--- config.mk ---
export PLATFORM = sky130hd
export DESIGN_NAME = saturation_unit_flat
export DESIGN_NICKNAME = d
export VERILOG_FILES = /design/src/rtl/saturation_unit_if.sv /design/src/rtl/saturation_unit.sv /design/src/flat_wrapper.sv
export SDC_FILE = /design/constraint.sdc
export NUM_CORES = 1
export LEC_CHECK = 0
export CAP_MARGIN = 15
export CORE_AREA = 10 10 47 49
export CTS_CLUSTER_SIZE = 10
export DETAILED_ROUTE_END_ITERATION = 10
export DIE_AREA = 0 0 57 59
export HOLD_SLACK_MARGIN = 0.12
export PLACE_DENSITY_LB_ADDON = 0.12
export SLEW_MARGIN = 40
export SYNTH_ARGS = -nofsm -noshare
export SYNTH_HDL_FRONTEND = slang
export SYNTH_SLANG_ARGS = --single-unit
--- constraint.sdc ---
create_clock -name clk -period 0.8 [get_ports clk]
set_input_delay 0.08 -clock clk [delete_from_list [all_inputs] [get_ports clk]]
set_output_delay 0.08 -clock clk [all_outputs]
set_load 0.01 [all_outputs]
--- src/rtl/saturation_unit_if.sv ---
// Sample bus for the symmetric clamp: raw sample in, clamped sample and clip flags out.
interface saturation_unit_if #(
  parameter int DATA_WIDTH = 8
);
  logic signed [DATA_WIDTH-1:0] din;
  logic signed [DATA_WIDTH-1:0] dout;
  logic                         sat_hi;
  logic                         sat_lo;

  modport master (output din, input dout, input sat_hi, input sat_lo);
  modport slave  (input din, output dout, output sat_hi, output sat_lo);
endinterface

--- src/rtl/saturation_unit.sv ---
// Registered symmetric clamp: limits each signed sample to [-MAX_VAL, +MAX_VAL]
// with one cycle of latency and flags marking clipped samples.
module saturation_unit #(
  parameter int     DATA_WIDTH = 8,
  parameter longint MAX_VAL    = 15
) (
  input logic              clk,
  input logic              resetn,
  saturation_unit_if.slave bus
);

  localparam longint LIMIT_MAX = (DATA_WIDTH >= 64) ? 64'sh7fff_ffff_ffff_ffff
                                 : ((64'sd1 <<< (DATA_WIDTH - 1)) - 64'sd1);

  generate
    if (DATA_WIDTH < 2 || DATA_WIDTH > 64) begin : g_bad_width
      $error("saturation_unit: DATA_WIDTH must be in 2..64");
    end
    if (MAX_VAL <= 0 || MAX_VAL > LIMIT_MAX) begin : g_bad_max
      $error("saturation_unit: MAX_VAL must be in 1..2^(DATA_WIDTH-1)-1");
    end
  endgenerate

  // Negating POS_LIM cannot overflow since it never exceeds the largest positive code.
  localparam logic signed [DATA_WIDTH-1:0] POS_LIM = DATA_WIDTH'(MAX_VAL);
  localparam logic signed [DATA_WIDTH-1:0] NEG_LIM = -POS_LIM;

  logic                         above;
  logic                         below;
  logic signed [DATA_WIDTH-1:0] dout_next;

  always_comb begin
    above     = $signed(bus.din) > POS_LIM;
    below     = $signed(bus.din) < NEG_LIM;
    dout_next = bus.din;
    if (above) begin
      dout_next = POS_LIM;
    end else if (below) begin
      dout_next = NEG_LIM;
    end
  end

  always_ff @(posedge clk or negedge resetn) begin
    if (!resetn) begin
      bus.dout   <= '0;
      bus.sat_hi <= 1'b0;
      bus.sat_lo <= 1'b0;
    end else begin
      bus.dout   <= dout_next;
      bus.sat_hi <= above;
      bus.sat_lo <= below;
    end
  end

endmodule

--- src/flat_wrapper.sv ---
// flat-port wrapper written by rule: the top's interface ports become plain ports
module saturation_unit_flat 
#(
  parameter int     DATA_WIDTH = 8,
  parameter longint MAX_VAL    = 15
)
  (clk, resetn, bus_din, bus_dout, bus_sat_hi, bus_sat_lo);
  saturation_unit_if #(.DATA_WIDTH(DATA_WIDTH)) bus_i ();
  input logic clk;
  input logic resetn;
  input wire logic [$bits(bus_i.din)-1:0] bus_din;
  output wire logic [$bits(bus_i.dout)-1:0] bus_dout;
  output wire logic [$bits(bus_i.sat_hi)-1:0] bus_sat_hi;
  output wire logic [$bits(bus_i.sat_lo)-1:0] bus_sat_lo;
  assign bus_i.din = bus_din;
  assign bus_dout = bus_i.dout;
  assign bus_sat_hi = bus_i.sat_hi;
  assign bus_sat_lo = bus_i.sat_lo;
  saturation_unit #(.DATA_WIDTH(DATA_WIDTH), .MAX_VAL(MAX_VAL)) u_core (.clk(clk), .resetn(resetn), .bus(bus_i));
endmodule
==> impl_results.md, run 1 <==
- Final worst path period share: 120%
- Synthesized flop and latch total: 10
- Routed Wire Length: just under 1000 µm
- Max_slew headroom: between 70% and 80%
- Cell type contributing the most total cell area after synthesis: sky130_fd_sc_hd__dfrtp_1
- Clock root cell: sky130_fd_sc_hd__clkbuf_4
- Cell Area, Placed: 636 µm²
- Async set-or-reset flop fraction in the synthesized netlist: 100%
- Timing-limited maximum frequency: around 1.0 GHz
- Count of pins on the block boundary: 20
- DIE AREA: roughly 3400 µm²
- Worst path slowest cell: sky130_fd_sc_hd__ha_2
- Chip height: approximately 59 µm
- Clock sink total: 10
- Slew Limit Fails: 0
- Horizontal extent of the die: between 50 and 60 µm
- Fraction of layout instances using a drive strength above 1: between 50 and 60%
- Worst-path fanout max: 8
- Post-detailed-route wirelength per cell: roughly 14 µm
- Count of buffers added by post-CTS timing repair for setup: 0
- Longest individual stage delay on the worst path: ~370 ps
- Pin count of the biggest net entering global routing: 11
- Placed wire-length estimate after detailed placement: approximately 800 µm
- Worst path cell trace: buf_6 > o41ai_2 > ha_2 > o22a_1
- Number of warning messages in the yosys log: 0
- Critical path class: input port to flip-flop
- First-pass iteration count of the detailed router: 2
- Actual slew at the worst max-slew pin: 360 ps
- Required time of the critical path: roughly 940 ps
- Cell leakage power: ~0.3 nW
- Crit path capture type: flip-flop
- Mapped cell area: approximately 380 µm²
- Global-route wire length before repair: about 1700 µm
- Top post-synthesis cells by count: sky130_fd_sc_hd__dfrtp_1 (10), sky130_fd_sc_hd__inv_1 (4), sky130_fd_sc_hd__o22a_1 (3), sky130_fd_sc_hd__o22ai_1 (3), sky130_fd_sc_hd__nor2_1 (2)
- Initial detailed-routing violation count: 2
- Setup repair after global routing missed its margin: yes
- Post-synth EDFFs: 0
- Final layout net count: 70
- Max H-tree Level: 1
- Count of final hold-check violations: 0
- Minimum setup slack in the final design: -156 ps
- Initial core utilization: between 20% and 30%
- Count of input and output buffers: 19
- Critical path's top delay family: compound AO/OA/AOI/OAI gates
- Status: finished with violations
- Total clock buffers created by CTS: 3
- Distinct cells, synth: 12
- Startpoint kind of the worst setup timing path: input port
- Yosys top cell area share: approximately 65%
- Antenna viol nets, final: 0
- Core region area: approximately 1400 µm²
- Hold_sp: bus_din[0]
- Final routed DRC violation total: 0
- Area of all placed cells without fillers: ~620 µm²
- Clock transition at path regs: about 60 ps
- Final estimated routing congestion in global placement: 0.748
- Clock Tree Buf Depth: 2
- Most instantiated library cell after synthesis: sky130_fd_sc_hd__dfrtp_1
- Max-cap violations: 0
- Growth of design area from synthesis to finish: 61.9%
- Std cell rows: 14
- Final count of negative-setup-slack endpoints: 17
- Peak supply drop: approximately 1.1 mV
- Number of nets in the synthesized netlist: 40
- Total chip power: about 1.1 mW
- Origin of the worst setup path: bus_din[3]
- Power density cells: 1750 nW/µm²
- Via count of the routed design: 319
- Hold bufs inserted after CTS: 2
- Top cells by area in the synthesized netlist: sky130_fd_sc_hd__dfrtp_1 (65%), sky130_fd_sc_hd__o22a_1 (6.8%), sky130_fd_sc_hd__o22ai_1 (4.9%), sky130_fd_sc_hd__nor3_4 (4.2%), sky130_fd_sc_hd__inv_1 (3.9%)
- Post-synthesis area per instance: ~13 µm²
- Post-synthesis sequential area ratio: between 60% and 70%
- Antenna diode instance count: 0
- Post-synthesis instance total: 29
- Shortest clock period the worst path allows after layout: between 900 and 1000 ps
- GRT Residual Overflow: 0
- CTS tree: yes
- Data arrival time of the worst path: ~1100 ps
- Vias per inst: around 4.4
- Number of antenna violations at the first check in global routing: 0
- Dominant register cell in the synthesized netlist: sky130_fd_sc_hd__dfrtp_1
- Worst min path class: input port to flip-flop
- Failing checks: setup timing
- Count of buffering cells on the critical path with inverters included: 1
- Global-route total usage across every layer: under 10%
- Via count of the first global-routing pass: 362
==> tightest hold or removal path: cells and delay by family <==
family,cells,cell delay (ps)
AO/OA/AOI/OAI,1,70
buffers and inverters,1,100
AND/OR/NAND/NOR,1,40
==> stage by stage <==
stage	setup slack, ps	setup TNS [ps]	cells	utilization [%]	hold WS [ps]
2_1_floorplan	-251	-1530	29	-	-216
3_3_place_gp	-803	-8060	68	45.4	384
3_5_place_dp	-824	-8310	68	45.4	387
4_1_cts	-164	-1200	73	44.4	69.6
5_1_grt	-171	-1580	73	44.4	73.8
6_report	-156	-1030	73	44.4	77.6
==> final cells by class <==
class / count / area (µm²)
multi-input combinational: 14 / 133
clock buffer: 3 / 22.5
fill: 147 / 779
tap: 16 / 20.0
timing repair buffer: 26 / 181
inverter: 4 / 15.0
sequential: 10 / 250
==> placed cells by master, fill, tap and decap left out, drive strengths merged <==
| master | netlist | routed |
|---|---|---|
| inv | 4 | 4 |
| dfrtp | 10 | 10 |
| dlygate4sd3 | 0 | 2 |
| o22ai | 3 | 3 |
| o21ai | 1 | 1 |
| nor2 | 2 | 2 |
| nor3 | 1 | 1 |
| o22a | 3 | 3 |
| o21ba | 1 | 1 |
| clkdlybuf4s15 | 0 | 1 |
| clkdlybuf4s50 | 0 | 1 |
| clkbuf | 1 | 3 |
| buf | 0 | 22 |
| o41ai | 1 | 1 |
| ha | 1 | 1 |
| and4 | 1 | 1 |
==> timing repair <==
item,in CTS,in global routing
resized for setup,77,0
pin swaps,5,6
hold endpoints to repair,13,1
setup endpoints to repair,20,17
==> kinds of logic after synthesis <==
group | share of synthesized area [%]
and+or+nand+nor | 8.80
adders and majority gates | 3.26
buffers and inverters | 4.88
DFF | 65.1
AOI/OAI and AO/OA | 17.9
==> path summary, 6_finish.rpt <==
check	end	slack [ps]	cells after the start
setup / recovery	u_core.bus.dout[5]	-160	4
hold / removal	u_core.bus.dout[0]	80	3
max in group asynchronous	u_core.bus.dout[4]	550	2
min in group asynchronous	u_core.bus.sat_hi	110	2
==> sequential cells by signal, indices dropped and copies added (netlist names) <==
register / count
u_core.bus.dout: 8
u_core.bus.sat_hi: 1
u_core.bus.sat_lo: 1
==> per-layer routing <==
metal  GRT usage [%]  vias to the layer above  wire [µm]
li1                -                      163          -
met1            6.83                      146        386
met2            10.4                       10        518
met3            3.65                        0         90
met4            5.03                        0          0
met5               0                        -          0
==> power breakdown <==
| part | switching [mW] | internal (mW) |
|---|---|---|
| sequential | 0.00916 | 0.544 |
| combinational | 0.104 | 0.111 |
| clock | 0.145 | 0.172 |
| total | 0.258 | 0.828 |
No activity file was read; power rests on OpenSTA's default activity.
==> run 2: changes to the inputs <==
==> constraint.sdc (replaced) <==
create_clock -name clk -period 1.1 [get_ports clk]
set_input_delay 0.11 -clock clk [delete_from_list [all_inputs] [get_ports clk]]
set_output_delay 0.11 -clock clk [all_outputs]
set_load 0.01 [all_outputs]
==> impl_results.md, run 2 (synthesis results as in run 1) <==
- Setup repair after global routing missed its margin: no
- Cell Area, Placed: 628 µm²
- Std cell rows: 14
- Count of buffers added by post-CTS timing repair for setup: 0
- Count of input and output buffers: 19
- Combined area of the multi-input logic cells: approximately 150 µm²
- Routed Wire Length: around 1100 µm
- Antenna viol nets, final: 0
- Via count of the routed design: between 300 and 400
- Fill cell count: 150
- Global-route total usage across every layer: 6.99%
- Critical path class: flip-flop to output port
- Core region area: about 1400 µm²
- Max-cap violations: 0
- Startpoint kind of the worst setup timing path: flip-flop
- Cell leakage power: roughly 0.32 nW
- Total clock buffers created by CTS: 3
- Pin count of the biggest net entering global routing: 11
- Total chip power: between 0.8 and 0.9 mW
- Final routed DRC violation total: 0
- Final estimated routing congestion in global placement: approximately 0.76
- Area of all placed cells without fillers: roughly 670 µm²
- Slew Limit Fails: 0
- Count of final hold-check violations: 0
- First-pass iteration count of the detailed router: 3
- Logic depth of the worst path, buffers included: 1
- Data arrival time of the worst path: about 920 ps
- Longest individual stage delay on the worst path: 370 ps
- Max H-tree Level: 1
- Horizontal extent of the die: 57 µm
- Shortest clock period the worst path allows after layout: 1030 ps
- Via count of the first global-routing pass: around 340
- Most common cell after layout, fill and taps aside: sky130_fd_sc_hd__dlygate4sd2_1
- Crit path capture type: output port
- Antenna diode instance count: 0
- Global-route wire length before repair: 1750 µm
- Chip height: ~59 µm
- Worst path cell trace: dlygate4sd2_1
- Clock transition at path regs: roughly 70 ps
- Vias per inst: approximately 4.3
- Placed wire-length estimate after detailed placement: 828 µm
- Growth of design area from synthesis to finish: 74.9%
- Sequential cell area: between 200 and 300 µm²
- Fraction of layout instances using a drive strength above 1: around 29%
- Count of pins on the block boundary: 20
- Worst-path fanout max: 1
- Number of antenna violations at the first check in global routing: 0
- GRT Residual Overflow: 0
- Clock Tree Buf Depth: 2
- Worst path slowest cell: sky130_fd_sc_hd__dfrtp_1
- Peak supply drop: ~0.57 mV
- DIE AREA: about 3400 µm²
- Initial core utilization: a little over a quarter
- Power density cells: between 1000 and 1500 nW/µm²
- Final count of negative-setup-slack endpoints: 0
- Termination of the worst setup path: bus_dout[4]
- Actual slew at the worst max-slew pin: between 400 and 500 ps
- Critical path's top delay family: flip-flops
- Commonest non-fill, non-tap cells in the layout: sky130_fd_sc_hd__dlygate4sd2_1 (15), sky130_fd_sc_hd__dfrtp_1 (10), sky130_fd_sc_hd__inv_1 (4), sky130_fd_sc_hd__buf_4 (4)
- Initial detailed-routing violation count: 1
- CTS tree: yes
- Origin of the worst setup path: u_core.bus.dout[4]
- Post-detailed-route wirelength per cell: about 15 µm
- Final layout net count: 68
- Most flop-heavy register: u_core.bus.dout
- Final worst path period share: roughly 93%
- Clock sink total: 10
- Timing-limited maximum frequency: about 0.97 GHz
- Leading registers by flop count: u_core.bus.dout: 8 flops, u_core.bus.sat_hi: 1 flops, u_core.bus.sat_lo: 1 flops
- Clock root cell: sky130_fd_sc_hd__clkbuf_4
- Worst min path class: input port to flip-flop
- Required time of the critical path: between 900 and 1000 ps
- Status: complete, no violations
- Max_slew headroom: slightly below 70%
- Max reg flops: 8
- Count of buffering cells on the critical path with inverters included: 1
[run 2: cell count changes in the layout (fill, tap and decap cells not counted), sizes merged]
cell | before | now
clkbuf | 3 | 4
buf | 22 | 6
dlygate4sd2 | 0 | 15
dlygate4sd3 | 2 | 1
[run 2: metrics by stage]
stage               std cells  utilization (%)  setup TNS [ps]  hold slack, ps  setup WS [ps]
finish                     72             47.9               0             148           72.7
global route               72             47.9               0             132           30.3
CTS                        72             46.4               0             128           13.0
detailed placement         67             44.8           -4710             465           -610
global placement           67             44.8           -4190             446           -547
floorplan                  29                -               0            -186           6.34
[run 2: metal layers]
metal	share of wire, %	global-route usage, %
met5	0	0
met4	0	4.03
met3	10	4.94
met2	49	10.2
met1	40	7.22
[run 2: layout make-up]
type	instances	area share, %
Clock buffer	4	5.40
Inverter	4	2.23
Multi-Input combinational cell	14	22.0
Sequential cell	10	37.2
Tap cell	16	2.98
Timing Repair Buffer	24	30.2
[run 2: how the worst min path moves through the flow]
stage,from,end,depth (start not counted)
CTS,bus_din[1],u_core.bus.dout[1],3
global route,bus_din[1],u_core.bus.dout[1],3
detailed placement,resetn,u_core.bus.sat_hi,1
global placement,resetn,u_core.bus.sat_hi,1
floorplan,resetn,u_core.bus.dout[0],0
finish,bus_din[1],u_core.bus.dout[1],3
[run 2: timing repair]
action | CTS | global route
hold buffers | 1 | 0
pin swaps | 4 | 1
endpoints found under the setup margin | 19 | 4
cloned | 0 | 0
gates resized for setup | 28 | 2
hold endpoints to repair | 1 | 0
[run 2: report_power, final]
part,internal [mW],switching (mW),total [mW]
logic,0.0824,0.0800,0.162
registers,0.395,0.00510,0.400
clock network,0.201,0.133,0.334
